==> config.mk <==
export PLATFORM = sky130hd
export DESIGN_NAME = pipe_stage_skid_flat
export DESIGN_NICKNAME = d
export VERILOG_FILES = /design/src/rtl/pipe_stage_skid_pkg.sv /design/src/rtl/pipe_stage_skid_if.sv /design/src/rtl/pipe_stall_counter.sv /design/src/rtl/pipe_stage_skid.sv /design/src/flat_wrapper.sv
export SDC_FILE = /design/constraint.sdc
export NUM_CORES = 1
export LEC_CHECK = 0
export BUFFER_PORTS_ARGS = -buffer_cell sky130_fd_sc_hd__buf_4
export CORE_MARGIN = 2
export CORE_UTILIZATION = 53
export DETAILED_ROUTE_END_ITERATION = 7
export PLACE_DENSITY = 0.79
export REMOVE_ABC_BUFFERS = 1
export SYNTH_ARGS = -nofsm -noshare
export SYNTH_HDL_FRONTEND = slang
export SYNTH_HIERARCHICAL = 1
export SYNTH_SLANG_ARGS = --single-unit
==> constraint.sdc <==
create_clock -name clk_i -period 2.1 [get_ports clk_i]
set_input_delay 0.42 -clock clk_i [delete_from_list [all_inputs] [get_ports clk_i]]
set_output_delay 0.42 -clock clk_i [all_outputs]
set_load 0.03 [all_outputs]
==> src/rtl/pipe_stage_skid_pkg.sv <==
// rtl/pipe_stage_skid_pkg.sv - shared pipeline-stage constants and state encoding
// Purpose: default payload widths and the valid-state encoding used by every
//          skid-buffered pipeline stage.
// Ports:   none (package)
package pipe_stage_skid_pkg;

   localparam int DATA_W_DEF = 32;
   localparam int CTRL_W_DEF = 8;

   // Bit 0 = main register valid, bit 1 = skid register valid.
   typedef enum logic [1:0] {
      ST_EMPTY = 2'b00,
      ST_ONE   = 2'b01,
      ST_FULL  = 2'b11
   } skid_state_e;

endpackage

==> src/rtl/pipe_stage_skid_if.sv <==
// rtl/pipe_stage_skid_if.sv - upstream/downstream handshake bundle of a pipeline stage
// Purpose: groups the valid/ready/payload signals on both sides of a stage.
// Ports:   in_valid_i/in_ready_o/in_data_i/in_ctrl_i    upstream side
//          out_valid_o/out_ready_i/out_data_o/out_ctrl_o downstream side
//          modport slave  = the stage itself
//          modport master = the environment driving and consuming the stage
interface pipe_stage_skid_if
   import pipe_stage_skid_pkg::*;
#(
   parameter int DATA_W = DATA_W_DEF,
   parameter int CTRL_W = CTRL_W_DEF
);

   logic              in_valid_i;
   logic              in_ready_o;
   logic [DATA_W-1:0] in_data_i;
   logic [CTRL_W-1:0] in_ctrl_i;
   logic              out_valid_o;
   logic              out_ready_i;
   logic [DATA_W-1:0] out_data_o;
   logic [CTRL_W-1:0] out_ctrl_o;

   modport slave (
      input  in_valid_i, in_data_i, in_ctrl_i, out_ready_i,
      output in_ready_o, out_valid_o, out_data_o, out_ctrl_o
   );

   modport master (
      output in_valid_i, in_data_i, in_ctrl_i, out_ready_i,
      input  in_ready_o, out_valid_o, out_data_o, out_ctrl_o
   );

endinterface

==> src/rtl/pipe_stall_counter.sv <==
// rtl/pipe_stall_counter.sv - saturating stall-cycle counter
// Purpose: counts cycles flagged by inc, sticking at the all-ones value.
// Ports:   clk_i  clock
//          rst_n  asynchronous active-low reset, clears the count
//          inc    count this cycle
//          cnt    current count
module pipe_stall_counter #(
   parameter int CNT_W = 16
) (
   input  logic             clk_i,
   input  logic             rst_n,
   input  logic             inc,
   output logic [CNT_W-1:0] cnt
);

   localparam logic [CNT_W-1:0] CNT_MAX = '1;
   localparam logic [CNT_W-1:0] CNT_INC = CNT_W'(1);

   always_ff @(posedge clk_i or negedge rst_n) begin
      if (!rst_n) begin
         cnt <= '0;
      end else if (inc && (cnt != CNT_MAX)) begin
         cnt <= cnt + CNT_INC;
      end
   end

endmodule

==> src/rtl/pipe_stage_skid.sv <==
// rtl/pipe_stage_skid.sv - registered pipeline stage with skid buffer and flush
// Purpose: full-throughput pipeline register whose upstream ready comes only
//          from a flop; a one-entry skid register absorbs the in-flight word
//          when downstream stalls. Flush squashes both entries.
// Ports:   clk_i        clock
//          rst_n        asynchronous active-low reset
//          bus          handshake bundle (slave side)
//          flush_i      synchronous squash, highest priority
//          stall_cnt_o  saturating count of cycles held by downstream
module pipe_stage_skid
   import pipe_stage_skid_pkg::*;
#(
   parameter int DATA_W = DATA_W_DEF,
   parameter int CTRL_W = CTRL_W_DEF,
   parameter int CNT_W  = 16
) (
   input  logic              clk_i,
   input  logic              rst_n,
   pipe_stage_skid_if.slave  bus,
   input  logic              flush_i,
   output logic [CNT_W-1:0]  stall_cnt_o
);

   skid_state_e       state_q;
   skid_state_e       state_d;
   logic [DATA_W-1:0] main_data_q;
   logic [CTRL_W-1:0] main_ctrl_q;
   logic [DATA_W-1:0] skid_data_q;
   logic [CTRL_W-1:0] skid_ctrl_q;
   logic              main_valid;
   logic              skid_valid;
   logic              in_xfer;
   logic              out_xfer;
   logic              main_from_in;
   logic              main_from_skid;
   logic              skid_from_in;

   // Both valids decode straight from the state flop, so in_ready_o has no
   // combinational dependency on out_ready_i.
   assign main_valid = state_q[0];
   assign skid_valid = state_q[1];
   assign in_xfer    = bus.in_valid_i && !skid_valid;
   assign out_xfer   = main_valid && bus.out_ready_i;

   assign bus.in_ready_o  = !skid_valid;
   assign bus.out_valid_o = main_valid;
   assign bus.out_data_o  = main_data_q;
   assign bus.out_ctrl_o  = main_ctrl_q;

   always_ff @(posedge clk_i or negedge rst_n) begin
      if (!rst_n) begin
         state_q <= ST_EMPTY;
      end else begin
         state_q <= state_d;
      end
   end

   always_comb begin
      state_d        = state_q;
      main_from_in   = 1'b0;
      main_from_skid = 1'b0;
      skid_from_in   = 1'b0;
      if (flush_i) begin
         state_d = ST_EMPTY;
      end else begin
         case (state_q)
            ST_EMPTY: begin
               if (in_xfer) begin
                  state_d      = ST_ONE;
                  main_from_in = 1'b1;
               end
            end
            ST_ONE: begin
               if (in_xfer && out_xfer) begin
                  main_from_in = 1'b1;
               end else if (in_xfer) begin
                  state_d      = ST_FULL;
                  skid_from_in = 1'b1;
               end else if (out_xfer) begin
                  state_d = ST_EMPTY;
               end
            end
            ST_FULL: begin
               // Upstream is blocked here, so only a drain can happen.
               if (out_xfer) begin
                  state_d        = ST_ONE;
                  main_from_skid = 1'b1;
               end
            end
            default: begin
               state_d = ST_EMPTY;
            end
         endcase
      end
   end

   // Data is held across bubbles and flushes to avoid needless toggling;
   // control is forced to zero whenever the main entry goes invalid.
   always_ff @(posedge clk_i or negedge rst_n) begin
      if (!rst_n) begin
         main_data_q <= '0;
         main_ctrl_q <= '0;
      end else if (main_from_in) begin
         main_data_q <= bus.in_data_i;
         main_ctrl_q <= bus.in_ctrl_i;
      end else if (main_from_skid) begin
         main_data_q <= skid_data_q;
         main_ctrl_q <= skid_ctrl_q;
      end else if (state_d == ST_EMPTY) begin
         main_ctrl_q <= '0;
      end
   end

   always_ff @(posedge clk_i or negedge rst_n) begin
      if (!rst_n) begin
         skid_data_q <= '0;
         skid_ctrl_q <= '0;
      end else if (flush_i) begin
         skid_ctrl_q <= '0;
      end else if (skid_from_in) begin
         skid_data_q <= bus.in_data_i;
         skid_ctrl_q <= bus.in_ctrl_i;
      end
   end

   pipe_stall_counter #(
      .CNT_W (CNT_W)
   ) u_stall_counter (
      .clk_i (clk_i),
      .rst_n (rst_n),
      .inc   (main_valid && !bus.out_ready_i),
      .cnt   (stall_cnt_o)
   );

endmodule

==> src/flat_wrapper.sv <==
// flat-port wrapper written by rule: the top's interface ports become plain ports
module pipe_stage_skid_flat import pipe_stage_skid_pkg::*;
#(
   parameter int DATA_W = DATA_W_DEF,
   parameter int CTRL_W = CTRL_W_DEF,
   parameter int CNT_W  = 16
)
  (clk_i, rst_n, flush_i, stall_cnt_o, bus_in_valid_i, bus_in_data_i, bus_in_ctrl_i, bus_out_ready_i, bus_in_ready_o, bus_out_valid_o, bus_out_data_o, bus_out_ctrl_o);
  pipe_stage_skid_if #(.DATA_W(DATA_W), .CTRL_W(CTRL_W)) bus_i ();
  input  logic clk_i;
  input  logic rst_n;
  input  logic flush_i;
  output logic [CNT_W-1:0] stall_cnt_o;
  input wire logic [$bits(bus_i.in_valid_i)-1:0] bus_in_valid_i;
  input wire logic [$bits(bus_i.in_data_i)-1:0] bus_in_data_i;
  input wire logic [$bits(bus_i.in_ctrl_i)-1:0] bus_in_ctrl_i;
  input wire logic [$bits(bus_i.out_ready_i)-1:0] bus_out_ready_i;
  output wire logic [$bits(bus_i.in_ready_o)-1:0] bus_in_ready_o;
  output wire logic [$bits(bus_i.out_valid_o)-1:0] bus_out_valid_o;
  output wire logic [$bits(bus_i.out_data_o)-1:0] bus_out_data_o;
  output wire logic [$bits(bus_i.out_ctrl_o)-1:0] bus_out_ctrl_o;
  assign bus_i.in_valid_i = bus_in_valid_i;
  assign bus_i.in_data_i = bus_in_data_i;
  assign bus_i.in_ctrl_i = bus_in_ctrl_i;
  assign bus_i.out_ready_i = bus_out_ready_i;
  assign bus_in_ready_o = bus_i.in_ready_o;
  assign bus_out_valid_o = bus_i.out_valid_o;
  assign bus_out_data_o = bus_i.out_data_o;
  assign bus_out_ctrl_o = bus_i.out_ctrl_o;
  pipe_stage_skid #(.DATA_W(DATA_W), .CTRL_W(CTRL_W), .CNT_W(CNT_W)) u_core (.clk_i(clk_i), .rst_n(rst_n), .bus(bus_i), .flush_i(flush_i), .stall_cnt_o(stall_cnt_o));
endmodule
### Word-level counts from Yosys, hierarchy flattened

Index checks and enable logic that the tools add are counted.

* add/sub/neg operators: 1
* equal/unequal tests: 3
* mux-type cells: 24
* bitwise operators: 1
* reductions and logical operators: 13

Operators with widths (count)
* $mux W32: 2
* $mux W8: 5
* $add A16 B1 Y16 const B: 1
* $ne A16 B16 Y1 const B: 1
* $mux W2: 6
* $mux W1: 9
* $pmux W2 S3: 1
* $logic_and A1 B1 Y1: 5
* $logic_not A2 Y1: 2
* $reduce_bool A2 Y1: 2
* $reduce_bool A3 Y1: 1
* $eq A2 B1 Y1 const B: 1
* $eq A2 B2 Y1 const B: 1
* $logic_not A1 Y1: 2
* $pmux W1 S2: 1
* $reduce_and A2 Y1: 1
* $not A1 Y1: 1

* register bits: 98
* output and inout bits: 58

### Longest topological paths before layout

Gate-level depths: netlist of the first run.

* depth in word-level cells: 10
* mapped depth: 6
* mapped depth without buffers: 6

### Modules after synthesis

The synthesis of the first run kept the hierarchy.

Modules (own cells, without submodules)
* pipe_stage_skid: instances 1, cells each 235, area an instance 3377.0 µm², sequential area each 2052.0 µm²
* pipe_stall_counter: instances 1, cells each 72, area an instance 859.6 µm², sequential area each 400.4 µm²

### Least setup slack after synthesis of the first run

Ideal clock, no wire load.

* path kind: register to register
* from: reg u_core.u_stall_counter.cnt[13]
* to: reg u_core.u_stall_counter.cnt[1]
* setup time: 0.128 ns
* arrival: 1.543 ns
* required time: 1.972 ns
* setup slack: 0.429 ns
* cell stages (with the launch flop): 5
* period minus slack after synthesis: 1.671 ns
* cell sequence: dfrtp_1 > and4_1 > nand3_4 > o31ai_4 > mux2_1

* cells in the longest elaborated chain, start to end: 2

RTL lines
* start: declaration: line pipe_stall_counter.sv:13 `output logic [CNT_W-1:0] cnt`
* start signal: assignment: line pipe_stall_counter.sv:23 `cnt <= cnt + CNT_INC;`
* $ne A16 B16 Y1: line pipe_stall_counter.sv:22 `end else if (inc && (cnt != CNT_MAX)) begin`
* $logic_and A1 B1 Y1: line pipe_stall_counter.sv:22

No other way between the ends.
A chain may end at the register's enable or synchronous reset.

### Worst setup path after layout of the first run

* from: reg u_core.state_q[0]
* to: reg u_core.main_data_q[18] (netlist: u_core/bus.out_data_o[18])

* cells in the longest elaborated chain, start to end: 6
* elaborated cells on any way between the ends: 13

RTL lines
* start: declaration: line pipe_stage_skid.sv:24 `skid_state_e state_q;`
* start signal: assignment: line pipe_stage_skid.sv:54 `state_q <= state_d;`
* $logic_and A1 B1 Y1: line pipe_stage_skid.sv:43 `assign out_xfer = main_valid && bus.out_ready_i;`
* $logic_and A1 B1 Y1: line pipe_stage_skid.sv:74 `if (in_xfer && out_xfer) begin`
* $mux W1: line pipe_stage_skid.sv:74
* $pmux W1 S2: line pipe_stage_skid.sv:66 `case (state_q)`
* $mux W1: line pipe_stage_skid.sv:63 `if (flush_i) begin`
* $mux W32 or $reduce_bool A2 Y1 (tied branches)
* end signal: assignment: line pipe_stage_skid.sv:104 `main_data_q <= bus.in_data_i;`
* end signal: assignment: line pipe_stage_skid.sv:107 `main_data_q <= skid_data_q;`
* end: declaration: line pipe_stage_skid.sv:26 `logic [DATA_W-1:0] main_data_q;`

Parallel ways exist; a longest one is shown, timed or not.

==> metrics.txt, run 1 <==
# TYPE chip_impl_metric gauge
chip_impl_metric{name="groute.usage.overall",unit="%"} 22.09
chip_impl_metric{name="num_vias",unit=""} 3033
chip_impl_metric{name="number_of_design_rule_violations_left_after_detail_routing",unit=""} 0
chip_impl_metric{name="post-route-period-util",unit="%"} 92.63
chip_impl_metric{name="post_dr_vias_cell",unit=""} 5.777
chip_impl_metric{name="port_buffers",unit=""} 102
chip_impl_info{name="hp-class",value="in2async"} 1
chip_impl_metric{name="finalNonFillerCells",unit=""} 525
chip_impl_info{name="outcome",value="complete, no violations"} 1
chip_impl_metric{name="antenna_found_initial",unit=""} 0
chip_impl_info{name="cts_tree",value="yes"} 1
chip_impl_metric{name="cts_hold_buf",unit=""} 0
chip_impl_metric{name="portion_of_the_post_synthesis_area_used_by_sequential_elements",unit="%"} 57.89
chip_impl_metric{name="chipHeight",unit="um"} 93.41
chip_impl_metric{name="synth_xor_xnor_area_share",unit="%"} 1.447
chip_impl_metric{name="finalNetCount",unit=""} 464
chip_impl_metric{name="critical_path.n_buffers_inverters",unit=""} 1
chip_impl_metric{name="maxSlewViolCount",unit=""} 0
chip_impl_info{name="critPathSlowestCell",value="a31oi_4"} 1
chip_impl_info{name="ys.flop_type",value="dfrtp_1"} 1
chip_impl_metric{name="ctsLongestPathBuffers",unit=""} 2
chip_impl_metric{name="synthCells",unit=""} 307
chip_impl_metric{name="detailedRoute.firstPassIterationCount",unit=""} 4
chip_impl_metric{name="report.power.total",unit="W"} 0.004708
chip_impl_metric{name="drt-initial-drc-count",unit=""} 133
chip_impl_info{name="post-synth-top-count-cell",value="dfrtp_1"} 1
chip_impl_metric{name="cap_violations",unit=""} 0
chip_impl_metric{name="ys_async_sr_fraction",unit="%"} 100.0
chip_impl_metric{name="total_instance_count_after_detailed_placement",unit=""} 508
chip_impl_metric{name="route.detailed.wl_per_inst",unit="um"} 18.16
chip_impl_metric{name="cts.sink_count",unit=""} 98
chip_impl_metric{name="final.setup_skew",unit="ns"} 0.01208
chip_impl_info{name="worstSetupPathType",value="reg2reg"} 1
chip_impl_metric{name="pwr-share-comb",unit="%"} 23.8
chip_impl_info{name="root_buffer",value="clkbuf_8"} 1
chip_impl_info{name="critPathTopFamily",value="compound AO/OA/AOI/OAI gates"} 1
chip_impl_metric{name="critPathRequiredTime",unit="ns"} 2.39
chip_impl_metric{name="globalplace.congestion",unit=""} 0.8230
chip_impl_metric{name="synth-edff-count",unit=""} 0
chip_impl_metric{name="synth_simple_gate_area_share",unit="%"} 13.67
chip_impl_metric{name="drt_wl_total",unit="mm"} 9.532
chip_impl_metric{name="timing.critical_path.fanout_max",unit=""} 32
chip_impl_metric{name="fmax",unit="GHz"} 0.5141
chip_impl_metric{name="synthesis.area",unit="um^2"} 4237
chip_impl_metric{name="yosys_warnings",unit=""} 6
chip_impl_metric{name="num_antenna_cells",unit=""} 0
chip_impl_metric{name="first_global_vias",unit=""} 3028
chip_impl_metric{name="post-cts-setup-buffer-count",unit=""} 0
chip_impl_metric{name="compound_cell_area_share_of_the_yosys_netlist",unit="%"} 14.91
chip_impl_metric{name="floorplan.die.width",unit="um"} 93.41
chip_impl_metric{name="final.min_clock_period",unit="ns"} 1.945
chip_impl_metric{name="die-area",unit="um^2"} 8724
chip_impl_metric{name="synthAdderAreaFrac",unit="%"} 0.2953
chip_impl_metric{name="power.density_cell_area",unit="nW/um^2"} 879.4
chip_impl_metric{name="top_level_ports",unit=""} 103
chip_impl_metric{name="inserted_clock_buffers",unit=""} 9
chip_impl_metric{name="yosysTopAreaCellShare",unit="%"} 57.89
chip_impl_metric{name="final_layout_size_suffix_gt1_share",unit="%"} 42.32
chip_impl_metric{name="path_clk_slew",unit="ns"} 0.10
chip_impl_metric{name="start_util",unit="%"} 54.83
chip_impl_metric{name="htree_levels",unit=""} 3
chip_impl_metric{name="finalCoreUtilization",unit="%"} 69.28
chip_impl_metric{name="place.detailed.hpwl",unit="mm"} 6.323
chip_impl_info{name="start_kind",value="flop"} 1
chip_impl_metric{name="arrival",unit="ns"} 2.23
chip_impl_metric{name="setup-violations-final",unit=""} 0
chip_impl_metric{name="slew-limit-headroom",unit="%"} 21.27
chip_impl_info{name="path_cells",value="buf_4 -> and4b_4 -> a31oi_4 -> a221o_1"} 1
chip_impl_metric{name="intPower",unit="W"} 0.003199
chip_impl_metric{name="sequential_fraction_of_design_power",unit="%"} 51.5
chip_impl_metric{name="globalRoute.totalOverflow",unit=""} 0
chip_impl_metric{name="max-vdd-ir-drop",unit="V"} 0.0005038
chip_impl_info{name="synth_top_family_by_area",value="compound AO/OA/AOI/OAI gates"} 1
chip_impl_metric{name="grt_pass1_wl",unit="mm"} 15.13
chip_impl_metric{name="grt_max_degree",unit=""} 41
chip_impl_metric{name="post_route_ant_nets",unit=""} 0
chip_impl_metric{name="syn2layout_area_growth",unit="%"} 26.37
chip_impl_metric{name="timing.critical_path.slowest_cell_delay",unit="ns"} 0.78
chip_impl_metric{name="cts_repair_resize_count",unit=""} 0
chip_impl_info{name="synth_top_cell_by_area",value="dfrtp_1"} 1
chip_impl_metric{name="clkPwrFrac",unit="%"} 24.7
chip_impl_metric{name="synth.lib_cells_used.distinct",unit=""} 44
chip_impl_metric{name="placement.setup.worst_slack",unit="ns"} -0.1146
chip_impl_info{name="rsz0062_at_grt",value="false"} 1
chip_impl_metric{name="yosys_register_bits",unit=""} 98
chip_impl_metric{name="share_of_synthesized_area_spent_on_multiplexers",unit="%"} 8.771
chip_impl_info{name="synth_area_leaders",value="dfrtp_1, a221o_1, mux2_2, and2_1, a22o_1"} 1
chip_impl_info{name="worst_setup_path_end_kind",value="flop"} 1
chip_impl_info{name="synth_common_cells",value="dfrtp_1, a221o_1, and2_1, mux2_2, buf_2"} 1
chip_impl_metric{name="power_leakage",unit="nW"} 2.544
chip_impl_metric{name="worst_slew_pin_slew",unit="ns"} 1.174
chip_impl_metric{name="timing_hold_violations_final",unit=""} 0
chip_impl_metric{name="setup_ws",unit="ns"} 0.1547
chip_impl_metric{name="postSynthAreaPerCell",unit="um^2"} 13.80
chip_impl_metric{name="fp.coreArea",unit="um^2"} 7727
chip_impl_metric{name="row_count",unit=""} 32
chip_impl_metric{name="insertion_delay",unit="ns"} 0.35
chip_impl_metric{name="power.net_switching",unit="W"} 0.001509
chip_impl_metric{name="fin_hold_ws",unit="ns"} 0.01106
chip_impl_metric{name="netSwitchingFraction",unit="%"} 32.06
## final timing paths
check                      slack, ns                   start  cells after the start                        end
max                             0.15       u_core/state_q[0]                      4  u_core/bus.out_data_o[18]
min                             0.01                   rst_n                      1     u_core/skid_data_q[22]
max reg2reg                     0.15       u_core/state_q[0]                      4  u_core/bus.out_data_o[18]
min reg2reg                     0.49  u_core/skid_data_q[30]                      1     u_core/skid_data_q[30]
max in group asynchronous       1.51                   rst_n                      2  u_core/bus.out_data_o[11]
min in group clk_i              0.30       bus_in_data_i[29]                      2     u_core/skid_data_q[29]
## metal layers
metal / wire, um / track usage [%] / vias to the layer above / part of all wire (%)
met3: 432 / 3.868 / 9 / 4.5
met5: 0 / 0 / - / 0
li1: - / - / 1392 / -
met4: 123 / 8.211 / 0 / 1.3
met1: 4261 / 31.00 / 1552 / 45
met2: 4715 / 34.65 / 80 / 49
## power groups by stage
stage | clock (W) | sequential (W) | combinational (W)
final | 0.00116 | 0.00242 | 0.00112
after global routing | 0.00128 | 0.00247 | 0.00119
after CTS | 0.00120 | 0.00243 | 0.00113
after detailed placement | 0 | 0.00246 | 0.00113
after global placement | 0 | 0.00245 | 0.00110
after floorplan | 0 | 0.00271 | 0.000356
## flip-flops by register name, summed over array words and instances, names as in the netlist
signal                      count
u_core/bus.out_data_o          32
u_core/skid_data_q             32
u_core/u_stall_counter/cnt     16
u_core/bus.out_ctrl_o           8
u_core/skid_ctrl_q              8
u_core/state_q                  2
## layout make-up
type | instances | area [um^2]
sequential | 98 | 2452
fill | 570 | 2374
multi-input combinational | 190 | 1679
timing repair buffer | 115 | 888.4
clock buffer | 10 | 137.6
tap | 102 | 127.6
clock inverter | 6 | 53.80
inverter | 4 | 15.01
## per-stage QoR
step                      setup TNS [ns]  instance area, um^2
final                                  0                 5354
after global routing                   0                 5354
after CTS                              0                 5344
after detailed placement          -1.159                 5152
after global placement            -1.080                 5152
after floorplan                   -36.53                 4124
## logic make-up after synthesis
family | Yosys count
XOR/XNOR | 7
multiplexers | 33
adder cells (fa/ha/maj) | 1
AND/OR/NAND/NOR | 80
flip-flops | 98
AO/OA/AOI/OAI | 68
buffers and inverters | 20
## placed cells by master, fill, tap and decap left out, types with 2 or more instances in the layout
cell and n:
buf_4 113, dfrtp_1 98, a221o_1 40, and2_1 36
mux2_2 30, clkbuf_8 10, a22o_1 8, nand4_1 8
nand2_1 5, nand3_1 5, o21a_1 5, xnor2_1 5
inv_6 4, a21oi_1 4, and2_0 4, inv_1 3
nor2_1 3, mux2_1 3, a31oi_1 3, nor3_2 2
o21ai_0 2, nor3_4 2, buf_12 2, and3_1 2
xor2_1 2, nor4_4 2
(Power assumes the default switching activity.)
==> run 2: changes to the inputs <==
CORE_ASPECT_RATIO = 0.5   (was not set)
GPL_TIMING_DRIVEN = 0   (was not set)
SETUP_SLACK_MARGIN = 0.4   (was not set)
==> run 2 against run 1 <==
Utilization rose by 5.1 points. Via count rose by 2.6%. Setup slack improved by 0.26 ns. Largest cell class unchanged. Largest power group unchanged.
==> metrics.txt, run 2 (same netlist as run 1, synthesis figures left out) <==
# TYPE chip_impl_metric gauge
chip_impl_metric{name="die-area",unit="um^2"} 8768
chip_impl_metric{name="grt_max_degree",unit=""} 99
chip_impl_info{name="final_cell_mix",value="buf_4, dfrtp_1, a221o_1"} 1
chip_impl_metric{name="insertion_delay",unit="ns"} 0.34
chip_impl_metric{name="top_level_ports",unit=""} 103
chip_impl_metric{name="inserted_clock_buffers",unit=""} 9
chip_impl_metric{name="sequential_fraction_of_design_power",unit="%"} 46.3
chip_impl_info{name="worstSetupPathType",value="reg2reg"} 1
chip_impl_metric{name="pwr-share-comb",unit="%"} 22.2
chip_impl_metric{name="max-vdd-ir-drop",unit="V"} 0.0005818
chip_impl_metric{name="intPower",unit="W"} 0.003669
chip_impl_info{name="cts_tree",value="yes"} 1
chip_impl_metric{name="slew-limit-headroom",unit="%"} 18.78
chip_impl_metric{name="antenna_found_initial",unit=""} 0
chip_impl_info{name="critPathSlowestCell",value="dfrtp_2"} 1
chip_impl_metric{name="power.net_switching",unit="W"} 0.001574
chip_impl_info{name="rsz0062_at_grt",value="true"} 1
chip_impl_metric{name="placement.setup.worst_slack",unit="ns"} 0.004321
chip_impl_metric{name="globalRoute.totalOverflow",unit=""} 0
chip_impl_metric{name="power.density_cell_area",unit="nW/um^2"} 934.0
chip_impl_metric{name="row_count",unit=""} 22
chip_impl_info{name="path_cells",value="nand2b_4 -> nor3_4 -> clkbuf_16 -> buf_16 -> mux2_2"} 1
chip_impl_metric{name="critPathRequiredTime",unit="ns"} 2.32
chip_impl_metric{name="groute.usage.overall",unit="%"} 25.44
chip_impl_metric{name="power_leakage",unit="nW"} 2.638
chip_impl_metric{name="grt_pass1_wl",unit="mm"} 16.54
chip_impl_metric{name="syn2layout_area_growth",unit="%"} 32.49
chip_impl_info{name="outcome",value="complete, no violations"} 1
chip_impl_metric{name="finalCoreUtilization",unit="%"} 74.42
chip_impl_info{name="layout_commonest_cell",value="buf_4"} 1
chip_impl_metric{name="path_clk_slew",unit="ns"} 0.06
chip_impl_metric{name="ctsLongestPathBuffers",unit=""} 2
chip_impl_metric{name="setup-violations-final",unit=""} 0
chip_impl_metric{name="num_vias",unit=""} 3111
chip_impl_metric{name="finalNetCount",unit=""} 468
chip_impl_info{name="root_buffer",value="clkbuf_16"} 1
chip_impl_metric{name="cts.sink_count",unit=""} 98
chip_impl_metric{name="clkPwrFrac",unit="%"} 31.5
chip_impl_metric{name="first_global_vias",unit=""} 3319
chip_impl_metric{name="final_layout_size_suffix_gt1_share",unit="%"} 44.50
chip_impl_metric{name="chipHeight",unit="um"} 67.22
chip_impl_info{name="hp-class",value="in2reg"} 1
chip_impl_metric{name="final.setup_skew",unit="ns"} 0.005395
chip_impl_metric{name="globalplace.congestion",unit=""} 0.8668
chip_impl_metric{name="htree_levels",unit=""} 3
chip_impl_metric{name="num_antenna_cells",unit=""} 0
chip_impl_metric{name="netSwitchingFraction",unit="%"} 30.01
chip_impl_metric{name="number_of_design_rule_violations_left_after_detail_routing",unit=""} 0
chip_impl_metric{name="final.min_clock_period",unit="ns"} 1.688
chip_impl_metric{name="port_buffers",unit=""} 102
chip_impl_metric{name="route.detailed.wl_per_inst",unit="um"} 19.59
chip_impl_metric{name="detailedRoute.firstPassIterationCount",unit=""} 4
chip_impl_metric{name="start_util",unit="%"} 56.17
chip_impl_metric{name="post_dr_vias_cell",unit=""} 5.815
chip_impl_metric{name="setup_ws",unit="ns"} 0.4122
chip_impl_metric{name="drt_wl_total",unit="mm"} 10.48
chip_impl_metric{name="drt-initial-drc-count",unit=""} 262
chip_impl_info{name="worst_setup_path_end_kind",value="flop"} 1
chip_impl_metric{name="maxSlewViolCount",unit=""} 0
chip_impl_metric{name="post-route-period-util",unit="%"} 80.37
chip_impl_metric{name="place.detailed.hpwl",unit="mm"} 6.222
chip_impl_metric{name="cap_violations",unit=""} 0
chip_impl_metric{name="arrival",unit="ns"} 1.91
chip_impl_metric{name="post_route_ant_nets",unit=""} 0
chip_impl_metric{name="worst_slew_pin_slew",unit="ns"} 1.218
chip_impl_metric{name="fp.coreArea",unit="um^2"} 7542
chip_impl_metric{name="floorplan.die.width",unit="um"} 130.4
chip_impl_metric{name="timing_hold_violations_final",unit=""} 0
chip_impl_metric{name="timing.critical_path.fanout_max",unit=""} 20
chip_impl_metric{name="fmax",unit="GHz"} 0.5925
chip_impl_info{name="critPathTopFamily",value="flip-flops"} 1
chip_impl_info{name="start_kind",value="flop"} 1
chip_impl_metric{name="critical_path.n_buffers_inverters",unit=""} 2
chip_impl_metric{name="timing.critical_path.slowest_cell_delay",unit="ns"} 0.44
==> run 2: metrics by stage <==
step	cells	TNS, ns	area (um^2)	hold WS, ns	total power, W
after floorplan	291	-36.53	4124	0.1244	0.003062
after global placement	501	-95.03	5025	0.4611	0.003498
after detailed placement	504	0	5120	0.4704	0.003567
after CTS	531	0	5567	0.2996	0.005256
after global routing	535	0	5613	0.3020	0.005461
final	535	0	5613	0.3138	0.005243
==> run 2: worst register-to-register path, delay by kind of cell, from the launching register on <==
| family | cells | cell delay [ns] |
|---|---|---|
| buffers and inverters | 2 | 0.35 |
| multiplexers | 1 | 0.36 |
| AND/OR/NAND/NOR | 2 | 0.43 |
| flip-flops | 1 | 0.44 |
==> run 2: layout make-up <==
| type | instances | area, um^2 |
|---|---|---|
| Timing Repair Buffer | 118 | 993.5 |
| Sequential cell | 98 | 2456 |
| Clock inverter | 7 | 73.82 |
| Multi-Input combinational cell | 191 | 1714 |
| Tap cell | 108 | 135.1 |
| Fill cell | 508 | 1929 |
| Inverter | 4 | 15.01 |
| Clock buffer | 9 | 225.2 |
==> run 2: timing repair <==
action                                  CTS  global route
hold buffers                              0             0
gates cloned                              2             0
endpoints found under the hold margin     0             0
resized for setup                         5             5
pin swaps                                 3             1
endpoints found under the setup margin   60            52
buffers inserted                          9             4
==> run 2: path summary, 6_finish.rpt <==
| path | start | endpoint | slack (ns) | cells after the start |
|---|---|---|---|---|
| max reg2reg | u_core/state_q[1] | u_core/skid_data_q[12] | 0.41 | 5 |
| max | u_core/state_q[1] | u_core/skid_data_q[12] | 0.41 | 5 |
| min reg2reg | u_core/skid_ctrl_q[7] | u_core/skid_ctrl_q[7] | 0.50 | 1 |
| max in group asynchronous | rst_n | u_core/state_q[0] | 0.96 | 1 |
| min in group asynchronous | rst_n | u_core/u_stall_counter/cnt[13] | 0.32 | 1 |
| min | bus_in_data_i[0] | u_core/bus.out_data_o[0] | 0.31 | 2 |
==> run 2: power groups by stage <==
stage	Sequential, W	Clock (W)	Combinational, W
2_1_floorplan	0.00271	0	0.000356
3_5_place_dp	0.00245	0	0.00112
3_3_place_gp	0.00243	0	0.00107
4_1_cts	0.00242	0.00168	0.00115
5_1_grt	0.00247	0.00176	0.00123
6_report	0.00243	0.00165	0.00116
==> run 2: layer usage <==
layer | global-route usage (%) | share of wire, % | up-vias
met5 | 0 | 0 | -
met4 | 11.84 | 1.8 | 0
met3 | 7.211 | 6.1 | 19
met2 | 43.19 | 49 | 109
met1 | 30.87 | 43 | 1579
li1 | - | - | 1404
==> run 3: changes to the inputs <==
CORE_UTILIZATION = 48   (was 53)
PLACE_DENSITY = 0.76   (was 0.79)
clock period = 1.4 ns   (was 2.1 ns; I/O delays follow)
==> run 3 against run 2 <==
The run now ends with setup timing left. Sequential power is 54% higher. Setup slack got worse by 0.76 ns. Final cell count grew 21%. Critical path type unchanged. Clock power up 64%. Hold slack worse by 0.30 ns. Via count grew 32%. Maximum frequency shrank 3.4%. Clock-buffer cell count up 2. Clock skew increased by 0.0089 ns. Utilization increased by 9.1 points. Non-clock buffer count rose by 99.
==> metrics.txt, run 3 (same netlist as run 1, synthesis figures left out) <==
# TYPE chip_impl_metric gauge
chip_impl_metric{name="top_level_ports",unit=""} 103
chip_impl_metric{name="chipHeight",unit="um"} 70.43
chip_impl_metric{name="globalRoute.totalOverflow",unit=""} 0
chip_impl_metric{name="first_global_vias",unit=""} 4166
chip_impl_metric{name="syn2layout_area_growth",unit="%"} 70.41
chip_impl_metric{name="critical_path.n_buffers_inverters",unit=""} 4
chip_impl_metric{name="arrival",unit="ns"} 1.98
chip_impl_info{name="worstSetupPathType",value="reg2reg"} 1
chip_impl_metric{name="globalplace.congestion",unit=""} 0.8637
chip_impl_metric{name="antenna_found_initial",unit=""} 1
chip_impl_metric{name="die-area",unit="um^2"} 9639
chip_impl_metric{name="setup-violations-final",unit=""} 97
chip_impl_metric{name="floorplan.die.width",unit="um"} 136.9
chip_impl_info{name="worst_setup_path_end_kind",value="flop"} 1
chip_impl_metric{name="timing.critical_path.slowest_cell_delay",unit="ns"} 0.44
chip_impl_metric{name="route.detailed.wl_per_inst",unit="um"} 27.32
chip_impl_metric{name="fin_hold_ws",unit="ns"} 0.01124
chip_impl_metric{name="fmax",unit="GHz"} 0.5725
chip_impl_metric{name="num_antenna_cells",unit=""} 0
chip_impl_metric{name="report.power.total",unit="W"} 0.009442
chip_impl_metric{name="worst_slew_pin_slew",unit="ns"} 0.8866
chip_impl_metric{name="start_util",unit="%"} 48.99
chip_impl_metric{name="groute.usage.overall",unit="%"} 33.08
chip_impl_metric{name="post_dr_vias_cell",unit=""} 6.346
chip_impl_metric{name="ctsLongestPathBuffers",unit=""} 2
chip_impl_metric{name="finalNetCount",unit=""} 571
chip_impl_metric{name="num_vias",unit=""} 4093
chip_impl_metric{name="cap_violations",unit=""} 0
chip_impl_metric{name="insertion_delay",unit="ns"} 0.36
chip_impl_metric{name="post-route-period-util",unit="%"} 124.8
chip_impl_metric{name="grt_max_degree",unit=""} 99
chip_impl_metric{name="port_buffers",unit=""} 102
chip_impl_metric{name="maxSlewViolCount",unit=""} 0
chip_impl_info{name="critPathTopFamily",value="buffers and inverters"} 1
chip_impl_info{name="cts_tree",value="yes"} 1
chip_impl_metric{name="drt-initial-drc-count",unit=""} 445
chip_impl_metric{name="detailedRoute.firstPassIterationCount",unit=""} 5
chip_impl_info{name="rsz0062_at_grt",value="true"} 1
chip_impl_metric{name="drt_wl_total",unit="mm"} 17.62
chip_impl_metric{name="power.density_cell_area",unit="nW/um^2"} 1308
chip_impl_metric{name="setup_ws",unit="ns"} -0.3467
chip_impl_metric{name="htree_levels",unit=""} 3
chip_impl_metric{name="power_leakage",unit="nW"} 3.432
chip_impl_metric{name="path_clk_slew",unit="ns"} 0.08
chip_impl_metric{name="grt_pass1_wl",unit="mm"} 23.44
chip_impl_metric{name="row_count",unit=""} 24
chip_impl_metric{name="cts.sink_count",unit=""} 98
chip_impl_info{name="start_kind",value="flop"} 1
chip_impl_metric{name="fp.coreArea",unit="um^2"} 8648
chip_impl_info{name="layout_commonest_cell",value="buf_4"} 1
chip_impl_metric{name="number_of_design_rule_violations_left_after_detail_routing",unit=""} 0
chip_impl_metric{name="post_route_ant_nets",unit=""} 0
chip_impl_metric{name="place.detailed.hpwl",unit="mm"} 6.585
chip_impl_metric{name="slew-limit-headroom",unit="%"} 40.89
chip_impl_info{name="critPathSlowestCell",value="dfrtp_2"} 1
chip_impl_info{name="final_cell_mix",value="buf_4, buf_6, dfrtp_1"} 1
chip_impl_metric{name="cts_hold_buf",unit=""} 0
chip_impl_info{name="path_cells",value="nand2b_4 -> buf_12 -> nor3_4 -> buf_4 -> buf_6 -> buf_16 -> mux2_4"} 1
chip_impl_metric{name="inserted_clock_buffers",unit=""} 9
chip_impl_info{name="failed_checks",value="setup timing"} 1
chip_impl_metric{name="max-vdd-ir-drop",unit="V"} 0.001571
chip_impl_metric{name="final.setup_skew",unit="ns"} 0.01432
chip_impl_metric{name="timing.critical_path.fanout_max",unit=""} 5
chip_impl_metric{name="final_layout_size_suffix_gt1_share",unit="%"} 62.50
chip_impl_metric{name="critPathRequiredTime",unit="ns"} 1.63
chip_impl_metric{name="timing_hold_violations_final",unit=""} 0
chip_impl_metric{name="final.min_clock_period",unit="ns"} 1.747
chip_impl_info{name="hp-class",value="in2async"} 1
chip_impl_info{name="outcome",value="finished, violations left"} 1
chip_impl_info{name="root_buffer",value="clkbuf_16"} 1
==> run 3: metrics by stage <==
| step | setup WS [ns] | utilization, % | instance area [um^2] | setup TNS (ns) | cells |
|---|---|---|---|---|---|
| after floorplan | -1.387 | - | 4124 | -94.86 | 291 |
| after global placement | -2.004 | 58.23 | 5036 | -144.05 | 510 |
| after detailed placement | -0.8517 | 59.01 | 5104 | -53.90 | 512 |
| after CTS | -0.2008 | 79.34 | 6862 | -11.36 | 613 |
| after global routing | -0.3583 | 83.48 | 7219 | -23.43 | 645 |
| final | -0.3467 | 83.48 | 7219 | -22.21 | 645 |
==> run 3: where the power goes <==
part / switching, W / internal (W)
clock: 0.00111 / 0.00160
combinational: 0.00139 / 0.00160
sequential: 0.000426 / 0.00332
total: 0.00293 / 0.00651
==> run 3: routing by layer <==
metal	track usage (%)	vias up	share of wire [%]
li1	-	1620	-
met1	42.10	2117	39
met2	54.61	279	49
met3	9.804	77	7.9
met4	10.77	0	4.4
met5	0	-	0
==> run 3: worst paths after layout <==
path / startpoint / to / slack [ns] / cells past startpoint
setup / recovery: u_core/state_q[0] / u_core/skid_data_q[24] / -0.35 / 7
hold / removal: rst_n / u_core/skid_data_q[23] / 0.01 / 1
setup reg to reg: u_core/state_q[0] / u_core/skid_data_q[24] / -0.35 / 7
hold reg to reg: u_core/skid_data_q[19] / u_core/skid_data_q[19] / 0.51 / 1
max in group asynchronous: rst_n / u_core/u_stall_counter/cnt[9] / 0.73 / 1
min in group clk_i: bus_in_ctrl_i[0] / u_core/bus.out_ctrl_o[0] / 0.16 / 2
==> run 3: area by class of cell <==
type | instances | area, um^2
sequential | 98 | 2471
fill | 370 | 1429
timing repair buffer | 217 | 2236
multi-input combinational | 195 | 2036
clock inverter | 3 | 65.06
clock buffer | 11 | 242.7
tap | 117 | 146.4
inverter | 4 | 22.52
==> run 3: what timing repair did <==
item / 4_1_cts / 5_1_grt
resized for setup: 163 / 35
gates cloned: 9 / 1
setup endpoints to repair: 182 / 156
buffers inserted: 78 / 31
pin swaps: 32 / 24
